==> src/rtl/rv_regfile_sb_pkg.sv <==
// Shared definitions for the scoreboarded register file.
// Holds the controller state enum and the default geometry constants
// used by the top level and the read-port sub-module.
package rv_regfile_sb_pkg;

  // INIT walks the register array clearing it, RUN is normal operation.
  typedef enum logic {
    INIT = 1'b0,
    RUN  = 1'b1
  } state_t;

  localparam int XLEN_DEFAULT = 32;
  localparam int NREG_DEFAULT = 32;
  localparam int NRP_DEFAULT  = 2;

endpackage : rv_regfile_sb_pkg

==> src/rtl/rv_regfile_rdport.sv <==
// One combinational read port of the scoreboarded register file.
// Ports:
//   run          in   controller is in RUN (outputs forced to zero otherwise)
//   addr         in   register address for this port
//   stored_data  in   stored value of the addressed register (0 for x0)
//   stored_busy  in   stored busy bit of the addressed register
//   wr_en        in   writeback strobe of the current cycle
//   wr_addr      in   writeback register of the current cycle
//   wr_data      in   writeback data of the current cycle
//   data         out  read data
//   busy         out  scoreboard busy flag
module rv_regfile_rdport
  import rv_regfile_sb_pkg::*;
#(
  parameter int XLEN = XLEN_DEFAULT,
  parameter int AW   = $clog2(NREG_DEFAULT)
) (
  input  logic            run,
  input  logic [AW-1:0]   addr,
  input  logic [XLEN-1:0] stored_data,
  input  logic            stored_busy,
  input  logic            wr_en,
  input  logic [AW-1:0]   wr_addr,
  input  logic [XLEN-1:0] wr_data,
  output logic [XLEN-1:0] data,
  output logic            busy
);

  // x0 and the INIT phase always read as zero / not busy. A writeback
  // to the same register in this cycle is forwarded so a waiting
  // consumer sees the value (and a cleared busy) without an extra cycle.
  always_comb begin
    data = '0;
    busy = 1'b0;
    if (run && (addr != '0)) begin
      if (wr_en && (wr_addr == addr)) begin
        data = wr_data;
        busy = 1'b0;
      end else begin
        data = stored_data;
        busy = stored_busy;
      end
    end
  end

endmodule : rv_regfile_rdport

==> src/rtl/rv_regfile_sb.sv <==
// Register file with a per-register scoreboard busy bit.
// After reset an INIT sequence clears registers 1..NREG-1, one per cycle,
// then ready rises. In RUN, resv_en marks a destination busy at issue time
// and wr_en writes the result back and clears the busy bit.
// Ports:
//   clk, rst_n   clock and asynchronous active-low reset
//   rs_addr      NRP packed read addresses (port i = slice i)
//   rs_data      NRP packed read data, combinational
//   rs_busy      per-port busy flag, combinational
//   resv_en/addr reserve a destination register
//   wr_en/addr/data  writeback
//   ready        high once the INIT sequence has completed
module rv_regfile_sb
  import rv_regfile_sb_pkg::*;
#(
  parameter  int XLEN = XLEN_DEFAULT,
  parameter  int NREG = NREG_DEFAULT,
  parameter  int NRP  = NRP_DEFAULT,
  localparam int AW   = $clog2(NREG)
) (
  input  logic                clk,
  input  logic                rst_n,
  input  logic [NRP*AW-1:0]   rs_addr,
  output logic [NRP*XLEN-1:0] rs_data,
  output logic [NRP-1:0]      rs_busy,
  input  logic                resv_en,
  input  logic [AW-1:0]       resv_addr,
  input  logic                wr_en,
  input  logic [AW-1:0]       wr_addr,
  input  logic [XLEN-1:0]     wr_data,
  output logic                ready
);

  state_t          state;
  logic [AW-1:0]   init_cnt;
  logic [NREG-1:0] busy;
  logic [NREG-1:0] busy_nxt;
  logic [XLEN-1:0] regs [1:NREG-1];
  logic            run;

  assign run = (state == RUN);

  // Controller: the init counter starts at 1 (x0 is not stored) and stops
  // at NREG-1 without wrapping; ready is registered alongside the state.
  always_ff @(posedge clk or negedge rst_n) begin
    if (!rst_n) begin
      state    <= INIT;
      init_cnt <= AW'(1);
      ready    <= 1'b0;
    end else begin
      case (state)
        INIT: begin
          if (init_cnt == AW'(NREG - 1)) begin
            state <= RUN;
            ready <= 1'b1;
          end else begin
            init_cnt <= init_cnt + 1'b1;
          end
        end
        RUN: begin
          state <= RUN;
          ready <= 1'b1;
        end
        default: begin
          state <= INIT;
          ready <= 1'b0;
        end
      endcase
    end
  end

  // Writeback clears, reservation sets; applying the set last lets a
  // same-cycle reservation (the newer producer) win over the writeback.
  always_comb begin
    busy_nxt = busy;
    if (run) begin
      if (wr_en && (wr_addr != '0)) begin
        busy_nxt[wr_addr] = 1'b0;
      end
      if (resv_en && (resv_addr != '0)) begin
        busy_nxt[resv_addr] = 1'b1;
      end
    end
    busy_nxt[0] = 1'b0;
  end

  always_ff @(posedge clk or negedge rst_n) begin
    if (!rst_n) begin
      busy <= '0;
    end else begin
      busy <= busy_nxt;
    end
  end

  // Data storage has no reset; INIT zeroes it before anything can read it.
  always_ff @(posedge clk) begin
    if (!run) begin
      if (init_cnt != '0) begin
        regs[init_cnt] <= '0;
      end
    end else if (wr_en && (wr_addr != '0)) begin
      regs[wr_addr] <= wr_data;
    end
  end

  for (genvar p = 0; p < NRP; p++) begin : g_rdport
    logic [AW-1:0]   port_addr;
    logic [XLEN-1:0] port_stored;

    assign port_addr   = rs_addr[p*AW +: AW];
    assign port_stored = (port_addr == '0) ? '0 : regs[port_addr];

    rv_regfile_rdport #(
      .XLEN(XLEN),
      .AW  (AW)
    ) u_rdport (
      .run        (run),
      .addr       (port_addr),
      .stored_data(port_stored),
      .stored_busy(busy[port_addr]),
      .wr_en      (wr_en),
      .wr_addr    (wr_addr),
      .wr_data    (wr_data),
      .data       (rs_data[p*XLEN +: XLEN]),
      .busy       (rs_busy[p])
    );
  end

endmodule : rv_regfile_sb

==> config.mk <==
export PLATFORM = sky130hd
export DESIGN_NAME = rv_regfile_sb
export DESIGN_NICKNAME = d
export VERILOG_FILES = /design/src/rtl/rv_regfile_sb_pkg.sv /design/src/rtl/rv_regfile_rdport.sv /design/src/rtl/rv_regfile_sb.sv
export SDC_FILE = /design/constraint.sdc
export NUM_CORES = 1
export LEC_CHECK = 0
export CORE_ASPECT_RATIO = 1.2
export CORE_MARGIN = 2
export CORE_UTILIZATION = 41
export DETAILED_ROUTE_END_ITERATION = 10
export HOLD_SLACK_MARGIN = 0.12
export PLACE_DENSITY = 0.56
export RECOVER_POWER = 25
export SYNTH_ARGS = -nofsm -noshare
export SYNTH_HDL_FRONTEND = slang
export SYNTH_SLANG_ARGS = --single-unit
==> constraint.sdc <==
create_clock -name clk -period 5 [get_ports clk]
set_input_delay 1.25 -clock clk [delete_from_list [all_inputs] [get_ports clk]]
set_output_delay 1.25 -clock clk [all_outputs]
set_load 0.1 [all_outputs]
[After elaboration in Yosys (flattened, before gate mapping)]
Memories as Yosys holds them, arrays and structs flattened.
Index checks and enable logic that the tools add are counted.
Word-level totals
  output and inout port bits: 67
  register bits after elaboration: 38
  input bits: 56
  word-level logic and storage cells: 72
  memories kept: 1
  RAM bits: 992
Operators by class
  $add $sub $neg: 1
  reductions and logical operators: 17
  magnitude comparators: 6
  multiplexer cells: 34
  bitwise gates (word level): 5
  eq/ne operators: 4
Memory list
  regs: words 31, width 32, rd ports 2, clocked after Yosys merged registers in 0, wr ports 1, RTL line rv_regfile_sb.sv:38  | logic [XLEN-1:0] regs [1:NREG-1];
Operators with widths (count)
  $mux W32: 10
  $and A32 B32 Y32: 1
  $not A32 Y32: 1
  $or A32 B32 Y32: 1
  $reduce_or A32 Y1: 1
  $reduce_bool A5 Y1: 5
  $lt A5 B6 Y1 const B: 4
  $mux W1: 17
  $bmux W1 S5: 2
  $demux W1 S5: 2
  $eq A5 B5 Y1: 2
  $ge A5 B1 Y1 const B: 2
  $logic_not A5 Y1: 2
  $logic_and A1 B1 Y1: 8
  $add A5 B1 Y5 const B: 1
  $eq A5 B5 Y1 const B: 1
  $mux W5: 1
  $pmux W1 S2: 2
  $ne A2 B2 Y1 const B: 1
  $not A1 Y1: 2
  $reduce_and A2 Y1: 1

[Depth between registers and ports, before layout]
Gate-level depths: netlist of run 1.
  depth after elaboration: 10
  depth in mapped cells: 11
  gate-level depth less buffers: 6

[Cells and area by module]
Synthesis of run 1 repeated with hierarchy kept, for this count alone.
Second synthesis, totals
  cells, all modules: 3610
  area, all modules: 50875.0 um2
By module, submodules not included
  rv_regfile_sb: seq. area each 30740.7 um2, times used 1, cells an instance 3360, area each 49536.3 um2
  rv_regfile_rdport: seq. area each 0.0 um2, times used 2, cells an instance 125, area each 669.4 um2

[Least setup slack after synthesis of run 1]
No wires, ideal clock.
  path kind: input port to output port
  start point: input rs_addr[1]
  end point: output rs_data[8]
  path slack: -1.117 ns
  buffers on the path: 3
  stages on the path: 8
  required time: 3.750 ns
  data arrival time: 4.867 ns
  path through: buf_2 -> buf_2 -> clkbuf_1 -> nor2_1 -> a221o_1 -> o21ai_0 -> a21oi_1 -> a211oi_1
On the way
  longest elaborated chain between the ends: 4
  elaborated cells between the ends (all ways): 9
  classes of those cells: eq/ne: 1; mux: 3; reduce/logical: 4; memory: 1
Ends and longest elaborated chain
  from (decl): RTL line rv_regfile_sb.sv:23  | input logic [NRP*AW-1:0] rs_addr,
  $mem_v2 Z31 W32, or another cell as far along
  $mux W32 / $logic_and A1 B1 Y1 (equally long branches): RTL line rv_regfile_sb.sv:111, rv_regfile_rdport.sv:36
  $mux W32: RTL line rv_regfile_rdport.sv:36  | if (wr_en && (wr_addr == addr)) begin
  $mux W32 *: RTL line rv_regfile_rdport.sv:35  | if (run && (addr != '0)) begin
  to (decl): RTL line rv_regfile_sb.sv:24  | output logic [NRP*XLEN-1:0] rs_data,
Every way passes the cells marked *; elsewhere a longest branch is shown, timed or not.

[Final worst setup path of run 1]
  start point: input rs_addr[1]
  end point: output rs_data[14]
Same word-level chain as after synthesis.

==> results of run 1 <==
## timing repair
item | in CTS | in global routing
buffers inserted | 0 | 2
gates resized for setup | 9 | 7
pin swaps | 0 | 1
endpoints found under the setup margin | 11 | 28
gates cloned | 0 | 0
## layout by cell type, fill, tap and decap left out, drive strengths merged, types with 6 or more instances in the layout
cell and instances:
a2111oi 7, a211o 8, a211oi 22, a21oi 64, a221o 16, a221oi 25
a22oi 6, a31oi 8, a32o 17, and2 37, and3 7, buf 326
bufinv 16, clkbuf 142, clkdlybuf4s50 44, clkinv 48, clkinvlp 9, dfrtp 37
edfxtp 992, inv 12, mux2 7, mux2i 233, mux4 488, nand2 30
nand2b 12, nand3 16, nand4 7, nor2 157, nor2b 15, nor3 11
o211ai 12, o21ai 110, o22ai 33, xnor2 13
## metrics by stage
stage	setup WS (ns)	TNS, ns
finish	-0.0847	-0.0847
global route	0.0131	0
CTS	0.00197	0
detailed placement	-0.312	-0.785
global placement	-0.313	-0.907
floorplan	-0.482	-4.43
## state kept, by name, summed over array words and instances (netlist names)
register	cells
busy	31
init_cnt	5
ready	1
regs	992
run	1
## routing by layer
metal | vias up | GRT usage (%) | part of all wire [%]
met5 | - | 0 | 0
met4 | 0 | 9.61 | 3.8
met3 | 331 | 4.61 | 9.0
met2 | 1778 | 43.4 | 48
met1 | 16500 | 37.0 | 39
li1 | 12000 | - | -
## power by group through the flow
stage | clock, W | combinational (W) | sequential, W
after floorplan | 0 | 0.00158 | 0.00973
after global placement | 0 | 0.00265 | 0.00973
after detailed placement | 0 | 0.00267 | 0.00974
after CTS | 0.00837 | 0.00268 | 0.00956
after global routing | 0.00870 | 0.00278 | 0.00956
final | 0.00829 | 0.00268 | 0.00956
## cell families after synthesis
group	count (synthesis)	synth area share [%]
multiplexers	728	27.1
buffers and inverters	227	2.49
adder cells (fa/ha/maj)	3	0.0759
XOR/XNOR	13	0.230
flip-flops	1030	62.1
AO/OA/AOI/OAI	371	5.08
AND/OR/NAND/NOR	308	2.91
## how the worst min path moves through the flow
stage / start / endpoint / slack, ns / cells after the start
after CTS: ready / ready / 0.54 / 1
final: ready / ready / 0.53 / 1
after detailed placement: ready / ready / 0.52 / 1
after global routing: ready / ready / 0.54 / 1
after floorplan: busy[6] / busy[6] / 0.48 / 2
after global placement: busy[19] / busy[19] / 0.50 / 2
## cell type report
type | count | share of cell area [%]
clock buffer | 123 | 4.78
clock inverter | 74 | 1.32
multi-input combinational | 1423 | 30.4
inverter | 11 | 0.0742
tap | 1551 | 3.29
sequential | 1030 | 52.1
timing repair buffer | 391 | 8.05
## worst max-delay path, stage by stage
cell and delay (ns):
buf_8 0.35, buf_4 0.44, mux4_2 0.35, a2111oi_1 0.78, a211o_1 0.24, o22ai_1 0.13
buf_12 0.20
==> reports/metrics.csv, run 1 <==
metric,value,unit
status,"finished, violations left",
violations,"max-capacitance violations, max-slew violations, negative setup slack",
multiInputGateArea,0.0179,mm²
ys_top_cells_by_count,"edfxtp_1, mux4_2, mux2i_1",
cp_data_arrival_time,3.83,ns
drive_gt1_share,35.5,%
design_area,0.0590,mm²
hpwlAfterDp,104000,µm
path_class,in2out,
slew_headroom,-48.6,%
syn_nets,2739,
antenna_found_initial,3,
slew_viol_final,103,
grt_max_degree,47,
instances_no_fill,4603,
avgSynthCellArea,18.5,µm²
htree_levels,3,
startpoint,rs_addr[1],
antenna_cells,0,
final_nets,3023,
rsz0062_at_grt,no,
drtIter0Drc,3934,
reg2reg_setup_slack,1.20,ns
yosysUniqueCellTypes,67,
ys_warn_count,0,
holdBufCountCts,0,
syn_to_final_growth,19.3,%
numPortBuffers,122,
clk_latency,0.70,ns
worstSetupStartpointType,primary input,
finalSetupViolCount,1,
synth_edf_count,992,
grt_usage,26.9,%
ys_ff_latch,1030,
power.internal,0.0154,W
p_clk_share,40.4,%
fin_skew,0.0248,ns
fmax,197,MHz
place_inst,4404,
synthCells,2680,
die_w,321,µm
fill_cells,9761,
p_seq_share,46.6,%
core_area,0.120,mm²
drc,0,
yosysTopAreaCell,edfxtp_1,
synth_area,0.0495,mm²
ant_nets,0,
cts_root_buf,clkbuf_16,
yosysSeqAreaShare,62.1,%
critPathCapture,rs_data[14],
clock-sinks,1030,
utilization,49.3,%
numCtsBuffers,107,
vdd_drop_max,0.234,mV
tightest_slew,2.23,ns
start_util,41.3,%
die_h,385,µm
async_reset_ff_share,3.69,%
crit_fanout,33,
cts_tree,yes,
power_switching_share,24.9,%
synth_area_leaders,"edfxtp_1, mux4_2, mux2i_1",
register_area,0.0307,mm²
num_vias,30600,
routabilityCongestion,0.885,
grt_pass1_wl,234000,µm
cp-end-kind,output pin,
grt_pass1_vias,30800,
hold_class,reg2reg,
core.rowCount,139,
clock_path_buffers,3,
clk_pin_slew,0.06,ns
io-pin-count,123,
place_area,0.0554,mm²
p_sw,0.00512,W
vias_per_cell,6.64,
hold_ws,0.527,ns
yosys.area.top_type_share,60.2,%
dieArea,0.123,mm²
wl,167000,µm
worstRegToRegCells,8,
timing.rr.end,regs[20][12],
power.static_leakage,20.9,nW
max_cap_viol_count,3,
required,3.75,ns
comb_power_share,13.1,%
synthFlopType,edfxtp_1,
dr.pass1.iters,6,
wl_per_cell,36.2,µm
power.density,348,mW/mm²
finalCriticalPeriod,5.08,ns
r2r_start,run,
setup_ws,-0.0847,ns
hold_violations,0,
fin_crit_sh,102,%
power,0.0205,W
grt_overflow,0,
synth_most_common_cell,edfxtp_1,
Note: power is estimated with default switching activity, not from simulation.
==> run 2, diff against run 1 <==
- ABC_CLOCK_PERIOD_IN_PS: not set -> 5100
- clock period: 5 -> 5.1 ns (I/O delays scaled with it)
==> run 2 against run 1 <==
- die area unchanged
- utilization down 0.064 points
- sequential power down 2%
- combinational power down 3%
- the run still ends with max-capacitance violations, max-slew violations, negative setup slack left
- largest power group unchanged
==> reports/metrics.csv, run 2 (synthesized netlist as in run 1, its figures left out) <==
metric,value,unit
grt_overflow,0,
clock-sinks,1030,
path_class,in2out,
clk_pin_slew,0.06,ns
drtIter0Drc,4064,
power_switching_share,24.8,%
status,"finished, violations left",
drc,0,
cts_tree,yes,
cts_root_buf,clkbuf_16,
rsz0062_at_grt,no,
vdd_drop_max,0.284,mV
io-pin-count,123,
grt_max_degree,58,
place_area,0.0555,mm²
wl_per_cell,36.4,µm
required,3.83,ns
slew_headroom,-46.9,%
core.rowCount,139,
p_seq_share,46.6,%
tightest_slew,2.20,ns
regMostFlops,regs,
largest_reg_flops,992,
cp-end-kind,output pin,
fin_crit_sh,100,%
die_h,385,µm
clock_path_buffers,3,
grt_pass1_wl,236000,µm
max_cap_viol_count,2,
power,0.0201,W
core_area,0.120,mm²
max_stage_delay,0.64,ns
vias_per_cell,6.68,
utilization,49.3,%
layout_commonest_cell,edfxtp_1,
violations,"max-capacitance violations, max-slew violations, negative setup slack",
fmax,196,MHz
syn_to_final_growth,19.2,%
worstSetupStartpointType,primary input,
slew_viol_final,71,
dr.pass1.iters,6,
hold_class,reg2reg,
clk_latency,0.69,ns
grt_usage,27.2,%
antenna_cells,0,
fin_skew,0.0279,ns
p_sw,0.00500,W
design_area,0.0590,mm²
slowest_stage,a2111oi_0,
setup_ws,-0.0122,ns
grt_pass1_vias,31200,
dieArea,0.123,mm²
dpl_worst_slack,-0.0104,ns
antenna_found_initial,2,
routabilityCongestion,0.850,
start_util,41.3,%
comb_power_share,13.0,%
num_vias,30700,
cp_data_arrival_time,3.84,ns
crit_fanout,8,
final_cell_mix,"edfxtp_1, mux4_2, mux2i_1, buf_4, buf_12",
drive_gt1_share,35.1,%
finalCriticalPeriod,5.11,ns
p_clk_share,40.5,%
power.density,342,mW/mm²
finalSetupViolCount,1,
power.static_leakage,20.9,nW
numPortBuffers,122,
die_w,321,µm
wl,167000,µm
htree_levels,3,
ant_nets,0,
cp_cell_sequence,clkdlybuf4s50_1 -> buf_4 -> xnor2_1 -> a31o_2 -> a2111oi_0 -> buf_4 -> a221o_1 -> buf_12,
numCtsBuffers,106,
fill_cells,9683,
hold_violations,0,
hpwlAfterDp,101000,µm
power.internal,0.0151,W
reg.largest.list,"regs (992), busy (31), init_cnt (5)",
final_nets,3019,
cp_common_cell,buf_4,
[run 2: cell count changes in the layout (fill, tap and decap cells not counted), sizes merged]
| cell | delta |
|---|---|
| inv | +2 |
| bufinv | +2 |
| clkinvlp | -4 |
| dlygate4sd3 | +1 |
| clkbuf | +3 |
| clkinv | -5 |
| dlygate4sd2 | -1 |
[run 2: power groups by stage]
stage / logic (W) / registers [W] / clock network [W]
global route: 0.00271 / 0.00937 / 0.00857
CTS: 0.00262 / 0.00937 / 0.00825
detailed placement: 0.00262 / 0.00955 / 0
global placement: 0.00259 / 0.00954 / 0
floorplan: 0.00155 / 0.00954 / 0
finish: 0.00261 / 0.00937 / 0.00815
[run 2: final cells by class]
| cell class | instances | area, µm² | share of cell area, % |
|---|---|---|---|
| sequential | 1030 | 30700 | 52.1 |
| multi-input combinational | 1423 | 17900 | 30.3 |
| timing repair buffer | 388 | 4710 | 8.00 |
| clock buffer | 129 | 2780 | 4.72 |
| tap | 1551 | 1940 | 3.29 |
| clock inverter | 69 | 841 | 1.43 |
| inverter | 11 | 43.8 | 0.0743 |
[run 2: repair_timing]
action | CTS | global route
setup buffers | 0 | 0
gates resized for setup | 1 | 2
hold buffers | 0 | 0
setup endpoints to repair | 1 | 9
[run 2: worst max-delay path: cells and delay by family]
family | cells | cell delay [ns]
xor+xnor | 1 | 0.16
compound gates | 3 | 1.26
buf+inv | 4 | 1.12
[run 2: final timing paths]
check / cells past startpoint / start / slack [ns] / endpoint
max reg2reg: 3 / run / 1.40 / regs[1][19]
max in group asynchronous: 1 / rst_n / 2.59 / ready
min in group asynchronous: 1 / rst_n / 1.23 / busy[17]
max: 8 / wr_addr[4] / -0.01 / rs_data[40]
min reg2reg: 1 / ready / 0.49 / ready
min: 1 / ready / 0.49 / ready
[run 2: metrics by stage]
stage | hold WS, ns | cells | setup TNS (ns)
floorplan | 0.483 | 2680 | -3.93
global placement | 0.481 | 4403 | -0.0104
detailed placement | 0.485 | 4403 | -0.0104
CTS | 0.499 | 4601 | 0
global route | 0.514 | 4601 | 0
finish | 0.494 | 4601 | -0.0122
[run 2: routing by layer]
layer	global-route usage (%)	vias to the layer above	part of all wire [%]
met1	38.4	16600	40
li1	-	12000	-
met2	43.5	1762	47
met5	0	-	0
met4	9.03	0	3.6
met3	4.23	353	9.0
